**config.mk**
```make
export PLATFORM = sky130hd
export DESIGN_NAME = mem_port_arbiter
export DESIGN_NICKNAME = d
export VERILOG_FILES = /design/src/rtl/mem_port_arbiter_pkg.sv /design/src/rtl/mem_port_arbiter_watchdog.sv /design/src/rtl/mem_port_arbiter.sv
export SDC_FILE = /design/constraint.sdc
export NUM_CORES = 1
export LEC_CHECK = 0
export BUFFER_PORTS_ARGS = -buffer_cell sky130_fd_sc_hd__buf_2
export CAP_MARGIN = 20
export CORE_MARGIN = 5
export CORE_UTILIZATION = 36
export DETAILED_ROUTE_END_ITERATION = 8
export GPL_ROUTABILITY_DRIVEN = 0
export PLACE_DENSITY = 0.66
export SYNTH_ARGS = -nofsm -noshare
export SYNTH_HDL_FRONTEND = slang
export SYNTH_SLANG_ARGS = --single-unit
```
**constraint.sdc**
```tcl
create_clock -name clk -period 4.85 [get_ports clk]
set_clock_uncertainty 0.05 [all_clocks]
set_input_delay 0.97 -clock clk [delete_from_list [all_inputs] [get_ports clk]]
set_output_delay 0.97 -clock clk [all_outputs]
set_load 0.05 [all_outputs]
```
**src/rtl/mem_port_arbiter_pkg.sv**
```systemverilog
// mem_port_arbiter_pkg
// Shared types and constants for the unified-memory port arbiter.
//   arb_state_t : sequencer state (IDLE, DATA, FETCH)
//   NOP_INSTR   : instruction returned to IF when a fetch is aborted
package mem_port_arbiter_pkg;

  typedef enum logic [1:0] {
    IDLE  = 2'd0,
    DATA  = 2'd1,
    FETCH = 2'd2
  } arb_state_t;

  localparam logic [31:0] NOP_INSTR = 32'h0000_0013;

endpackage

```
**src/rtl/mem_port_arbiter_watchdog.sv**
```systemverilog
// arb_watchdog
// Busy-cycle counter for the memory port. Cleared when a transaction
// starts, counts every busy cycle, and saturates once it reaches TIMEOUT.
// Ports:
//   clk, rst  : clock, asynchronous active-high reset
//   clr       : restart the count (new transaction entering this cycle)
//   en        : count this cycle (sequencer busy)
//   expired   : count has reached TIMEOUT
module arb_watchdog #(
  parameter int TIMEOUT = 255
) (
  input  logic clk,
  input  logic rst,
  input  logic clr,
  input  logic en,
  output logic expired
);

  localparam int CW = (TIMEOUT < 1) ? 1 : $clog2(TIMEOUT + 1);

  logic [CW-1:0] r_cnt;

  assign expired = (r_cnt == CW'(TIMEOUT));

  // Busy-cycle counter; holds at TIMEOUT so expired stays asserted
  always_ff @(posedge clk or posedge rst) begin
    if (rst) begin
      r_cnt <= '0;
    end else if (clr) begin
      r_cnt <= '0;
    end else if (en && !expired) begin
      r_cnt <= r_cnt + CW'(1);
    end else begin
      r_cnt <= r_cnt;
    end
  end

endmodule

```
**src/rtl/mem_port_arbiter.sv**
```systemverilog
// mem_port_arbiter
// Sequencer for the single-ported instruction/data memory. Serves the MEM
// stage (loads/stores) ahead of the IF stage, drives the memory handshake
// with fields held stable for the whole transaction, returns read data with
// one-cycle ack pulses, raises pipeline stalls while a requester waits, and
// aborts transactions the memory never completes.
// Ports:
//   clk, rst                          : clock, async active-high reset
//   if_req/if_addr -> if_ack/if_instr : instruction fetch port
//   d_rd/d_wr/d_addr/d_wdata/d_be     : load/store request
//   d_ack/d_rdata                     : load/store completion and load data
//   m_req/m_we/m_addr/m_wdata/m_be    : memory request (registered)
//   m_ready/m_rdata                   : memory completion and read data
//   stall_if, stall_mem               : pipeline freeze controls
//   bus_err                           : pulse on watchdog abort
module mem_port_arbiter
  import mem_port_arbiter_pkg::*;
#(
  parameter int ADDR_W  = 32,
  parameter int DATA_W  = 32,
  parameter int TIMEOUT = 255
) (
  input  logic                clk,
  input  logic                rst,
  input  logic                if_req,
  input  logic [ADDR_W-1:0]   if_addr,
  output logic                if_ack,
  output logic [DATA_W-1:0]   if_instr,
  input  logic                d_rd,
  input  logic                d_wr,
  input  logic [ADDR_W-1:0]   d_addr,
  input  logic [DATA_W-1:0]   d_wdata,
  input  logic [DATA_W/8-1:0] d_be,
  output logic                d_ack,
  output logic [DATA_W-1:0]   d_rdata,
  output logic                m_req,
  output logic                m_we,
  output logic [ADDR_W-1:0]   m_addr,
  output logic [DATA_W-1:0]   m_wdata,
  output logic [DATA_W/8-1:0] m_be,
  input  logic                m_ready,
  input  logic [DATA_W-1:0]   m_rdata,
  output logic                stall_if,
  output logic                stall_mem,
  output logic                bus_err
);

  localparam int BE_W = DATA_W / 8;
  localparam logic [DATA_W-1:0] NOP_W = DATA_W'(NOP_INSTR);

  arb_state_t          r_state;
  arb_state_t          w_state_nxt;
  logic                w_d_any;
  logic                w_busy;
  logic                w_expired;
  logic                w_finish;
  logic                w_abort;
  logic                w_enter;
  logic                r_m_req;
  logic                r_m_we;
  logic [ADDR_W-1:0]   r_m_addr;
  logic [DATA_W-1:0]   r_m_wdata;
  logic [BE_W-1:0]     r_m_be;
  logic                r_if_ack;
  logic [DATA_W-1:0]   r_if_instr;
  logic                r_d_ack;
  logic [DATA_W-1:0]   r_d_rdata;
  logic                r_bus_err;

  assign w_d_any  = d_rd | d_wr;
  assign w_busy   = (r_state != IDLE);
  // A transaction ends on m_ready or when the watchdog runs out
  assign w_finish = w_busy & (m_ready | w_expired);
  assign w_abort  = w_busy & ~m_ready & w_expired;

  // Next-state selection; on completion only the other requester is considered
  always_comb begin
    w_state_nxt = r_state;
    case (r_state)
      IDLE: begin
        if (w_d_any) begin
          w_state_nxt = DATA;
        end else if (if_req) begin
          w_state_nxt = FETCH;
        end else begin
          w_state_nxt = IDLE;
        end
      end
      DATA: begin
        if (w_finish) begin
          w_state_nxt = if_req ? FETCH : IDLE;
        end else begin
          w_state_nxt = DATA;
        end
      end
      FETCH: begin
        if (w_finish) begin
          w_state_nxt = w_d_any ? DATA : IDLE;
        end else begin
          w_state_nxt = FETCH;
        end
      end
      default: w_state_nxt = IDLE;
    endcase
  end

  // A new transaction starts from IDLE or back-to-back after a finish
  assign w_enter = (w_state_nxt != IDLE) & (~w_busy | w_finish);

  arb_watchdog #(
    .TIMEOUT (TIMEOUT)
  ) u_watchdog (
    .clk     (clk),
    .rst     (rst),
    .clr     (w_enter),
    .en      (w_busy),
    .expired (w_expired)
  );

  // State register and memory request fields, captured once at entry
  always_ff @(posedge clk or posedge rst) begin
    if (rst) begin
      r_state   <= IDLE;
      r_m_req   <= 1'b0;
      r_m_we    <= 1'b0;
      r_m_addr  <= '0;
      r_m_wdata <= '0;
      r_m_be    <= '0;
    end else begin
      r_state <= w_state_nxt;
      r_m_req <= (w_state_nxt != IDLE);
      if (w_enter) begin
        if (w_state_nxt == DATA) begin
          // a simultaneous rd+wr is a store
          r_m_we    <= d_wr;
          r_m_addr  <= d_addr;
          r_m_wdata <= d_wdata;
          r_m_be    <= d_be;
        end else begin
          r_m_we    <= 1'b0;
          r_m_addr  <= if_addr;
          r_m_wdata <= '0;
          r_m_be    <= '1;
        end
      end else begin
        r_m_we    <= r_m_we;
        r_m_addr  <= r_m_addr;
        r_m_wdata <= r_m_wdata;
        r_m_be    <= r_m_be;
      end
    end
  end

  // Ack pulses, bus error pulse and returned data, one cycle after finish
  always_ff @(posedge clk or posedge rst) begin
    if (rst) begin
      r_if_ack   <= 1'b0;
      r_d_ack    <= 1'b0;
      r_bus_err  <= 1'b0;
      r_if_instr <= '0;
      r_d_rdata  <= '0;
    end else begin
      r_if_ack  <= w_finish & (r_state == FETCH);
      r_d_ack   <= w_finish & (r_state == DATA);
      r_bus_err <= w_abort;
      if (w_finish && (r_state == FETCH)) begin
        r_if_instr <= m_ready ? m_rdata : NOP_W;
      end else begin
        r_if_instr <= r_if_instr;
      end
      // stores leave the load data register untouched
      if (w_finish && (r_state == DATA) && !r_m_we) begin
        r_d_rdata <= m_ready ? m_rdata : '0;
      end else begin
        r_d_rdata <= r_d_rdata;
      end
    end
  end

  assign m_req     = r_m_req;
  assign m_we      = r_m_we;
  assign m_addr    = r_m_addr;
  assign m_wdata   = r_m_wdata;
  assign m_be      = r_m_be;
  assign if_ack    = r_if_ack;
  assign if_instr  = r_if_instr;
  assign d_ack     = r_d_ack;
  assign d_rdata   = r_d_rdata;
  assign bus_err   = r_bus_err;
  assign stall_if  = if_req & ~r_if_ack;
  assign stall_mem = w_d_any & ~r_d_ack;

endmodule

```
Word-level counts from Yosys, hierarchy flattened:

Cells that the tools add are included.

* register bits: 147
* bits in latches: 0
* bits in writable memories: 0
* ROM bits: 0
* input bits: 138
* output and inout bits: 139
* word-level logic and storage cells: 56
* memories: 0

* $add $sub $neg: 1
* multiply operators: 0
* divide/modulo/power cells: 0
* order comparisons: 0
* eq/ne operators: 4
* shifts and indexed selects: 0
* mux-type cells: 14
* bitwise operators: 15
* reductions and logical operators: 10

Operator list (number)
* 32-bit 2-to-1 mux: 4
* 8-bit 2-to-1 mux: 2
* 8-bit by 1-bit adder with 8-bit output (second input constant): 1
* 1-bit AND: 8
* 8-bit == test (second input constant): 1
* 2-bit 2-to-1 mux: 4
* 2-bit one-hot mux with 3 select lines: 1
* 2-bit nonzero test: 3
* 2-bit by 1-bit == test with 1-bit output (second input constant): 2
* 1-bit logical AND: 4
* 4-bit 2-to-1 mux: 1
* 1-bit NOT: 4
* 1-bit bitwise OR: 3
* 2-bit == test (second input constant): 1
* 1-bit logical NOT: 2
* 2-bit logical NOT: 1
* 1-bit 2-to-1 mux: 2

Longest topological paths before layout:

Gate-level depths: netlist of the first run.

* depth in word-level cells: 8
* depth in mapped cells: 8
* depth with buffers taken out: 7

Modules after synthesis:

A second synthesis of the first run with hierarchy kept.

* cell total of the unflattened synthesis: 572
* area total of the unflattened synthesis: 6592.6 sq um

Modules (own cells, without submodules)
* mem_port_arbiter: times used 1, cells each 524, area each 6100.9 sq um, sequential area each 3478.3 sq um
* arb_watchdog: times used 1, cells each 48, area each 491.7 sq um, sequential area each 200.2 sq um

Worst setup path before layout of the first run:

Ideal clock, no wire load.

* kind: in2out
* start: in d_wr
* end: out stall_mem
* arrival time: 1689 ps
* required time: 3830 ps
* path slack: 2141 ps
* stages: 2
* buffers on the path: 0
* cell sequence: nor2_1 -> nor2_1

* cells in the longest elaborated chain, start to end: 2

Ends and longest elaborated chain
* start: declaration: RTL line mem_port_arbiter.sv:30 `input logic d_wr,`
* 1-bit bitwise OR: RTL line mem_port_arbiter.sv:70 `assign w_d_any = d_rd | d_wr;`
* 1-bit AND: RTL line mem_port_arbiter.sv:191 `assign stall_mem = w_d_any & ~r_d_ack;`
* end: declaration: RTL line mem_port_arbiter.sv:44 `output logic stall_mem,`

No other way between the ends.

Worst setup path after layout of the first run:

* start: reg u_watchdog.r_cnt[0]
* end: reg r_m_addr[29], in the netlist m_addr[29]

* cells in the longest elaborated chain, start to end: 7
* elaborated cells on any way between the ends: 11
* classes of those cells: eq/ne (2); mux (4); bitwise (4); reduce/logical (1)

Ends and longest elaborated chain
* start: declaration: RTL line mem_port_arbiter_watchdog.sv:21 `logic [CW-1:0] r_cnt;`
* start signal: assignment: RTL line mem_port_arbiter_watchdog.sv:32 `r_cnt <= r_cnt + CW'(1);`
* start signal: assignment: RTL line mem_port_arbiter_watchdog.sv:34 `r_cnt <= r_cnt;`
* 8-bit == test (*): RTL line mem_port_arbiter_watchdog.sv:23 `assign expired = (r_cnt == CW'(TIMEOUT));`
* 1-bit bitwise OR (*): RTL line mem_port_arbiter.sv:73 `assign w_finish = w_busy & (m_ready | w_expired);`
* 1-bit AND (*): RTL line mem_port_arbiter.sv:73
* 2-bit 2-to-1 mux (on tied branches): RTL line mem_port_arbiter.sv:97, mem_port_arbiter.sv:90
* 2-bit one-hot mux with 3 select lines: RTL line mem_port_arbiter.sv:79 `case (r_state)`
* 2-bit by 1-bit == test with 1-bit output or 2-bit nonzero test (tied branches): RTL line mem_port_arbiter.sv:133, mem_port_arbiter.sv:108
* 32-bit 2-to-1 mux or 1-bit AND (tied branches): RTL line mem_port_arbiter.sv:133, mem_port_arbiter.sv:108
* end signal: assignment: RTL line mem_port_arbiter.sv:136 `r_m_addr <= d_addr;`
* end signal: assignment: RTL line mem_port_arbiter.sv:141 `r_m_addr <= if_addr;`
* end signal: assignment: RTL line mem_port_arbiter.sv:147 `r_m_addr <= r_m_addr;`
* end: declaration: RTL line mem_port_arbiter.sv:61 `logic [ADDR_W-1:0] r_m_addr;`

Mark *: on every way between the ends. The rest lies on a longest branch, timed or not.
A chain may end at the register's enable or synchronous reset.

==> run metrics, run 1 <==
sort of element at the start of the critical path register; total power of the final layout 6.38 mW; post-detailed-route count of antenna-violating nets 0; Final TNS setup 0 ns; Critical Path, Cell by Cell ha_1 > nand3_1 > o22ai_1 > o21ai_4 > buf_4 > a21oi_1 > a21oi_1; effective utilization at floorplan 36.8%; Vias per Instance 5.01; number of gates resized after CTS 0; crit path kind register to register; IO Port Bufs 276; Max FO, Critical Path 34; vertical die dimension 140 um; static leakage 4.07 nW; Yosys reg bits 147; capturing element of the worst setup path m_addr[29]; Sink Count 147; antenna violations before repair 3; first-pass iteration count of the detailed router 4; crit path capture type register; CP peak stage delay 0.78 ns; total detailed-routing wirelength 18000 um; clock latency of the later-clocked register in the worst-skew pair 0.41 ns; setup ws final 2.07 ns; shortest period the worst path allows 2.78 ns; data arrival time of the critical path 3.07 ns; aggregate global routing overflow 0; PwrDens 769 nW/um2; pre-CTS WS 1.63 ns; TritonCTS buffer count 17; register-to-register setup slack 2.07 ns; number of hold-repair buffers added at the cts stage 0; clock transition at the registers of the reported paths 0.06 ns; area enclosed by the die boundary 19700 um2; fraction of post-synthesis cell area in the top cell type by area 60.0%; vias in the first global route 5382; Nets 946; Final Non-Filler Cells 1041; clock root cell sky130_fd_sc_hd__clkbuf_16; dominant cell type by area after synthesis sky130_fd_sc_hd__dfrtp_1; Synth warnings 0; logic depth of the worst setup path including buffers 7; R2R cell count 7; final setup violating endpoints 0; Area Growth Syn to Fin 35.3%; final-layout fill cell count 1578; leading cell types by total area after synthesis sky130_fd_sc_hd__dfrtp_1, sky130_fd_sc_hd__a21oi_2, sky130_fd_sc_hd__nand2_1, sky130_fd_sc_hd__a22o_1, sky130_fd_sc_hd__a32o_1; worst slew margin relative to its limit 39.0%; Final Hold Fails 0; kind of cell adding the most delay to the critical path compound AO/OA/AOI/OAI gates; Core ar. 16600 um2; Critical Path Slowest Stage Cell sky130_fd_sc_hd__o21ai_4; number of instances in the synthesized netlist 545; number of buffers and inverters on the critical path 1; average wire per cell in the routed design 17.3 um; total placed cells including tap cells 1008; detailed-route DRC error count 0; setup repair after global routing missed its margin no; maximum achievable frequency 0.360 GHz; slew at the pin closest to its max-slew limit 0.911 ns; global router's overall resource usage 18.1%; width of the die 140 um; Core Rows 47; Reg-to-Reg Start u_watchdog.r_cnt[0]; maximum vdd ir drop 0.000372 V; HPWL after detailed placement 12800 um; number of buffers inserted by post-CTS setup repair 0; maximum number of pins on one net before global-route repair 79; Hold Crit Class register to register; post-synthesis cell area 6130 um2; Syn Nets 684; endpoint required time on the critical path 5.14 ns; I/O pin cnt 277; cell repeated most along the worst path sky130_fd_sc_hd__a21oi_1; via total after detailed routing 5218; CTS tree done; end of the worst register-to-register path m_addr[29]; number of H-tree levels 4; proportion of layout cells with a drive suffix above 1 46.5%; Cell variety after synth 38; wire length of the first global-routing pass 28800 um; Post-Synthesis Mean Instance Area 11.2 um2; Final Max Tran Viols 0; max_cap viols 0; Bufs on Longest Clock Path 2; final cycle utilization of the critical path 57.3%; status complete, no violations; Critical path origin u_watchdog.r_cnt[0]; count of routing violations after the opening detailed-route iteration 218; part of the Yosys area used for sequential elements 60.0%; worst hold slack after final layout 0.424 ns
[metal layers]
layer | vias up | track usage [%] | part of all wire [%]
li1 | 2446 | - | -
met1 | 2529 | 22.9 | 43
met3 | 21 | 6.78 | 10
met5 | - | 0 | 0.072
met2 | 220 | 28.8 | 46
met4 | 2 | 5.66 | 1.2
[state kept, by name, indices dropped and copies added, names as in the netlist, 2 cells and up]
register          flops
m_be                  4
m_wdata              32
d_rdata              32
if_instr             32
m_addr               32
u_watchdog.r_cnt      8
r_state               2
[cell families after synthesis]
group	share of synthesized area, %
adders and majority gates	0.204
and+or+nand+nor	10.7
DFF	60.0
buffers and inverters	4.21
xor gates and xnor gates	1.00
AOI/OAI and AO/OA	23.9
[metrics by stage]
step           cell area [um2]  util [%]
3_3_place_gp              7650      45.9
6_report                  8290      49.8
5_1_grt                   8290      49.8
4_1_cts                   8290      49.8
2_1_floorplan             6130         -
3_5_place_dp              7670      46.1
[report_power, final]
group	total [mW]	internal (mW)	switching, mW	leakage (nW)
clock	1.38	0.858	0.523	0.289
combinational	3.04	0.716	2.33	1.96
sequential	1.95	1.69	0.266	1.82
total	6.38	3.26	3.12	4.07
[synthesized netlist by cell type]
library cell               count
sky130_fd_sc_hd__a211o_4       1
sky130_fd_sc_hd__a211oi_2      1
sky130_fd_sc_hd__a21o_1        2
sky130_fd_sc_hd__a21oi_1      10
sky130_fd_sc_hd__a21oi_2      58
sky130_fd_sc_hd__a22o_1       34
sky130_fd_sc_hd__a31oi_1       1
sky130_fd_sc_hd__a32o_1       29
sky130_fd_sc_hd__and3_1        2
sky130_fd_sc_hd__and4_1        1
sky130_fd_sc_hd__buf_1         1
sky130_fd_sc_hd__buf_12        3
sky130_fd_sc_hd__buf_2        16
sky130_fd_sc_hd__buf_6         1
sky130_fd_sc_hd__clkbuf_1     21
sky130_fd_sc_hd__clkinv_4      1
sky130_fd_sc_hd__dfrtp_1     147
sky130_fd_sc_hd__ha_1          1
sky130_fd_sc_hd__inv_1         4
sky130_fd_sc_hd__nand2_1     102
sky130_fd_sc_hd__nand3_1       2
sky130_fd_sc_hd__nand4_1       3
sky130_fd_sc_hd__nand4b_2      1
sky130_fd_sc_hd__nor2_1       44
sky130_fd_sc_hd__nor3_1        2
sky130_fd_sc_hd__nor3_2        1
sky130_fd_sc_hd__nor4_1        1
sky130_fd_sc_hd__o211ai_1      1
sky130_fd_sc_hd__o21a_1        1
sky130_fd_sc_hd__o21ai_0      33
sky130_fd_sc_hd__o21ai_1       1
sky130_fd_sc_hd__o22a_1        7
sky130_fd_sc_hd__o22ai_1       2
sky130_fd_sc_hd__o31ai_1       1
sky130_fd_sc_hd__or3_1         1
sky130_fd_sc_hd__or4_1         1
sky130_fd_sc_hd__xnor2_1       2
sky130_fd_sc_hd__xor2_1        5
[placed cells by master, fill, tap and decap left out, drive strengths merged]
master,n
nand4b,1
o31ai,1
xnor2,2
a21oi,68
o21ai,34
nor3,3
o21a,1
clkinv,4
or4,1
nand2,102
o22ai,2
ha,1
a211o,1
nand3,2
nand4,3
inv,5
a32o,29
clkbuf,18
and4,1
dfrtp,147
or3,1
diode,2
xor2,5
a31oi,1
bufinv,4
nor4,1
and3,2
o211ai,1
a22o,34
nor2,44
buf,285
a21o,2
a211oi,1
o22a,7
clkinvlp,5
[layout make-up]
type	instances	area [um2]	share of cell area, %
well taps	220	275	3.32
clock inverters	13	183	2.20
multi-input cells	351	2210	26.7
repair buffers	285	1480	17.9
flip-flops and latches	147	3680	44.4
clock buffers	18	429	5.18
inverters	5	27.5	0.332
diodes	2	5.00	0.0604
[tightest hold or removal path: stages (launching register included)]
cell                      delay [ns]
sky130_fd_sc_hd__dfrtp_1        0.33
sky130_fd_sc_hd__nand2_1        0.04
sky130_fd_sc_hd__o21ai_0        0.06
[worst min-delay path by stage]
| stage | from | cells after the start | to | slack, ns |
|---|---|---|---|---|
| 2_1_floorplan | u_watchdog.r_cnt[1] | 1 | u_watchdog.r_cnt[1] | 0.47 |
| 5_1_grt | d_rdata[15] | 2 | d_rdata[15] | 0.45 |
| 4_1_cts | d_rdata[7] | 2 | d_rdata[7] | 0.43 |
| 6_report | d_rdata[15] | 2 | d_rdata[15] | 0.42 |
| 3_5_place_dp | d_rdata[7] | 2 | d_rdata[7] | 0.42 |
| 3_3_place_gp | d_rdata[27] | 2 | d_rdata[27] | 0.41 |
Power figures use the tool's default switching activity.
==> run 2, diff against run 1 <==
--- a/config.mk
+++ b/config.mk
@@ -5,13 +5,13 @@
 export SDC_FILE = /design/constraint.sdc
 export NUM_CORES = 1
 export LEC_CHECK = 0
+export ABC_AREA = 1
 export BUFFER_PORTS_ARGS = -buffer_cell sky130_fd_sc_hd__buf_2
 export CAP_MARGIN = 20
 export CORE_MARGIN = 5
 export CORE_UTILIZATION = 36
 export DETAILED_ROUTE_END_ITERATION = 8
 export GPL_ROUTABILITY_DRIVEN = 0
-export PLACE_DENSITY = 0.66
 export SYNTH_ARGS = -nofsm -noshare
 export SYNTH_HDL_FRONTEND = slang
 export SYNTH_SLANG_ARGS = --single-unit
==> constraint.sdc (replaced) <==
create_clock -name clk -period 2.8 [get_ports clk]
set_clock_uncertainty 0.05 [all_clocks]
set_input_delay 0.56 -clock clk [delete_from_list [all_inputs] [get_ports clk]]
set_output_delay 0.56 -clock clk [all_outputs]
set_load 0.05 [all_outputs]
==> run metrics, run 2 <==
final cell utilization of the core 49.7% (was 49.8%); fraction of power consumed by the clock network 21.5% (was 21.7%); Cell variety after synth 23 (was 38); detailed-route DRC error count 0 (unchanged); width of the die 143 um (was 140 um); number of gates resized after CTS 0 (unchanged); PwrDens 1300 nW/um2 (was 769 nW/um2); Met3 Routed Length 1900 um (was 1800 um); largest family of logic cells by synthesized area simple AND/OR/NAND/NOR gates (was compound AO/OA/AOI/OAI gates); Critical Path Slowest Stage Cell sky130_fd_sc_hd__dfrtp_1 (was sky130_fd_sc_hd__o21ai_4); Max FO, Critical Path 33 (was 34); final design area excluding fillers 8590 um2 (was 8290 um2); first-pass iteration count of the detailed router 4 (unchanged); number of hold-repair buffers added at the cts stage 0 (unchanged); Post-Synthesis Mean Instance Area 8.51 um2 (was 11.2 um2); post-synthesis xor/xnor area fraction 0.967% (was 1.00%); via total after detailed routing 5830 (was 5218); effective utilization at floorplan 36.7% (was 36.8%); area post-placement 7970 um2 (was 7670 um2); Sink Count 147 (unchanged); number of instances in the synthesized netlist 745 (was 545); Switching Share 50.1% (was 48.9%); global router's overall resource usage 18.4% (was 18.1%); Bufs on Longest Clock Path 2 (unchanged); Core ar. 17300 um2 (was 16600 um2); total placed cells including tap cells 1212 (was 1008); data arrival time of the critical path 2.33 ns (was 3.07 ns); count of routing violations after the opening detailed-route iteration 356 (was 218); Detail Route met2 WL 8550 um (was 8310 um); HPWL after detailed placement 13400 um (was 12800 um); CTS tree done (unchanged); Area Growth Syn to Fin 35.5% (was 35.3%); worst slew margin relative to its limit 56.0% (was 39.0%); post-detailed-route count of antenna-violating nets 0 (unchanged); final-layout fill cell count 1701 (was 1578); aggregate global routing overflow 0 (unchanged); average wire per cell in the routed design 15.3 um (was 17.3 um); crit path kind register to register (unchanged); Nets 1145 (was 946); multiplexer fraction of the synthesized cell area 0% (unchanged); post-synthesis cell area 6340 um2 (was 6130 um2); Critical Path, Cell by Cell ha_1 > nand2_1 > nor2_4 > nand2_4 > nand3_4 > buf_4 > nand3_1 > buf_4 > nor2_1 > a21oi_1 (was ha_1 > nand3_1 > o22ai_1 > o21ai_4 > buf_4 > a21oi_1 > a21oi_1); max_cap viols 0 (unchanged); static leakage 4.90 nW (was 4.07 nW); Syn Nets 884 (was 684); most frequent cells after synthesis sky130_fd_sc_hd__nand2_1, sky130_fd_sc_hd__dfrtp_1, sky130_fd_sc_hd__o21ai_0 (was sky130_fd_sc_hd__dfrtp_1, sky130_fd_sc_hd__nand2_1, sky130_fd_sc_hd__a21oi_2); portion of total power attributed to combinational logic 48.3% (was 47.7%); top metal layer carrying routed signals met4 (was met5); maximum vdd ir drop 0.000601 V (was 0.000372 V); sort of element at the start of the critical path register (unchanged); endpoint required time on the critical path 3.04 ns (was 5.14 ns); leading cell type by number of instances after synthesis sky130_fd_sc_hd__nand2_1 (was sky130_fd_sc_hd__dfrtp_1); number of buffers inserted by post-CTS setup repair 0 (unchanged); vertical die dimension 143 um (was 140 um); part of the Yosys area used for sequential elements 58.0% (was 60.0%); Yosys reg bits 147 (unchanged); status complete, no violations (unchanged); shortest period the worst path allows 2.09 ns (was 2.78 ns); NetSw 5.61 mW (was 3.12 mW); Synth Area in Compound Gates 6.31% (was 23.9%); Core Rows 48 (was 47); area enclosed by the die boundary 20400 um2 (was 19700 um2); clock transition at the registers of the reported paths 0.06 ns (about the same); wire length of the first global-routing pass 29800 um (was 28800 um); clock latency of the later-clocked register in the worst-skew pair 0.41 ns (about the same); asr flop ratio synth 100% (unchanged); TritonCTS buffer count 17 (unchanged); final setup violating endpoints 0 (unchanged); setup repair after global routing missed its margin no (unchanged); area share of and/or/nand/nor cells after synthesis 29.0% (was 10.7%); CP peak stage delay 0.38 ns (was 0.78 ns); commonest cells after routing, fill and taps aside sky130_fd_sc_hd__nand2_1, sky130_fd_sc_hd__buf_2, sky130_fd_sc_hd__dfrtp_1, sky130_fd_sc_hd__o21ai_0, sky130_fd_sc_hd__nand3_1 (was sky130_fd_sc_hd__buf_2, sky130_fd_sc_hd__dfrtp_1, sky130_fd_sc_hd__nand2_1, sky130_fd_sc_hd__a21oi_2, sky130_fd_sc_hd__nor2_1); Final Max Tran Viols 0 (unchanged); slew at the pin closest to its max-slew limit 0.659 ns (was 0.911 ns); Vias per Instance 4.69 (was 5.01); crit path capture type register (unchanged); I/O pin cnt 277 (unchanged); Synth warnings 0 (unchanged); adder-cell share of the synthesized area 0.197% (was 0.204%); proportion of power drawn by flip-flops and latches 30.3% (was 30.6%); number of H-tree levels 4 (unchanged); leading cell types by total area after synthesis sky130_fd_sc_hd__dfrtp_1, sky130_fd_sc_hd__nand2_1, sky130_fd_sc_hd__o21ai_0, sky130_fd_sc_hd__nand3_1, sky130_fd_sc_hd__nand4_1 (was sky130_fd_sc_hd__dfrtp_1, sky130_fd_sc_hd__a21oi_2, sky130_fd_sc_hd__nand2_1, sky130_fd_sc_hd__a22o_1, sky130_fd_sc_hd__a32o_1); maximum number of pins on one net before global-route repair 77 (was 79); sum of routed wire segments on met1 8400 um (was 7680 um); IO Port Bufs 276 (unchanged); Final Non-Filler Cells 1244 (was 1041); proportion of layout cells with a drive suffix above 1 33.1% (was 46.5%); final cycle utilization of the critical path 74.8% (was 57.3%); dominant cell type by area after synthesis sky130_fd_sc_hd__dfrtp_1 (unchanged); vias in the first global route 5658 (was 5382); number of flops mapped to enable cells by yosys 0 (unchanged); clock root cell sky130_fd_sc_hd__clkbuf_16 (unchanged); total area of multi-input combinational cells 2320 um2 (was 2210 um2); cell repeated most along the worst path sky130_fd_sc_hd__buf_4 (was sky130_fd_sc_hd__a21oi_1); maximum achievable frequency 0.477 GHz (was 0.360 GHz); Internal Dissipation 5.59 mW (was 3.26 mW); Final TNS setup 0 ns (unchanged); Hold Crit Class input pin to async pin (was register to register); total detailed-routing wirelength 19100 um (was 18000 um); antenna fix cells 0 (was 2); Final Hold Fails 0 (unchanged); register area 3680 um2 (unchanged); primary flip-flop cell chosen by synthesis mapping sky130_fd_sc_hd__dfrtp_1 (unchanged); antenna violations before repair 0 (was 3); most common cell after layout, fill and taps aside sky130_fd_sc_hd__nand2_1 (was sky130_fd_sc_hd__buf_2); fraction of post-synthesis cell area in the top cell type by area 58.0% (was 60.0%)
-- run 2: cell types whose count changed after synthesis, moves of 12 or more --
cell and delta:
sky130_fd_sc_hd__clkbuf_1 +12, sky130_fd_sc_hd__nand4_1 +29, sky130_fd_sc_hd__nor2_1 -29, sky130_fd_sc_hd__o21ai_0 +42, sky130_fd_sc_hd__nand3_1 +69, sky130_fd_sc_hd__a32o_1 -29, sky130_fd_sc_hd__nand2_1 +193, sky130_fd_sc_hd__a21oi_2 -58
sky130_fd_sc_hd__inv_1 +28, sky130_fd_sc_hd__a22o_1 -34
-- run 2: path summary, 6_finish.rpt --
kind / start / endpoint / slack (ns) / cells after the start
max in group asynchronous: rst / if_instr[26] / 1.86 / 3
min: rst / if_instr[7] / 0.12 / 2
min in group clk: d_wdata[18] / m_wdata[18] / 0.32 / 3
max reg2reg: u_watchdog.r_cnt[0] / m_be[0] / 0.71 / 10
min reg2reg: d_rdata[4] / d_rdata[4] / 0.42 / 2
max: u_watchdog.r_cnt[0] / m_be[0] / 0.71 / 10
-- run 2: worst max-delay path: cells and delay by family (launching register included) --
| family | cells | cell delay [ns] |
|---|---|---|
| buffers and inverters | 2 | 0.60 |
| AOI/OAI and AO/OA | 1 | 0.05 |
| and+or+nand+nor | 6 | 0.70 |
| DFF | 1 | 0.38 |
| adders and majority gates | 1 | 0.19 |
-- run 2: per-stage QoR --
step	total power, mW	hold WS [ns]	worst slack [ns]
global route	11.8	0.129	0.571
floorplan	7.43	0.452	0.343
detailed placement	8.88	0.409	0.684
global placement	8.84	0.401	0.730
finish	11.2	0.117	0.705
CTS	11.3	0.109	0.676
-- run 2: layout make-up --
class | count | share of cell area [%]
Timing Repair Buffer | 290 | 18.0
Multi-Input combinational cell | 514 | 27.0
Clock inverter | 11 | 2.04
Sequential cell | 147 | 42.8
Clock buffer | 21 | 5.24
Tap cell | 225 | 3.28
Inverter | 36 | 1.62
-- run 2: power by group through the flow --
stage,combinational (mW),sequential (mW),clock [mW]
after global placement,5.44,3.41,0
final,5.40,3.39,2.40
after detailed placement,5.47,3.40,0
after floorplan,1.22,6.21,0
after global routing,5.76,3.50,2.56
after CTS,5.47,3.39,2.47
-- run 2: logic make-up after synthesis --
| group | count (synthesis) |
|---|---|
| fa+ha+maj | 1 |
| compound gates | 80 |
| xor+xnor | 7 |
| simple gates | 426 |
| flops | 147 |
| buf+inv | 84 |
-- run 2: metal layers --
metal  track usage [%]  vias up
met4              5.05        0
li1                  -     2928
met1              24.8     2663
met2              28.1      228
met5                 0        -
met3              6.90       11
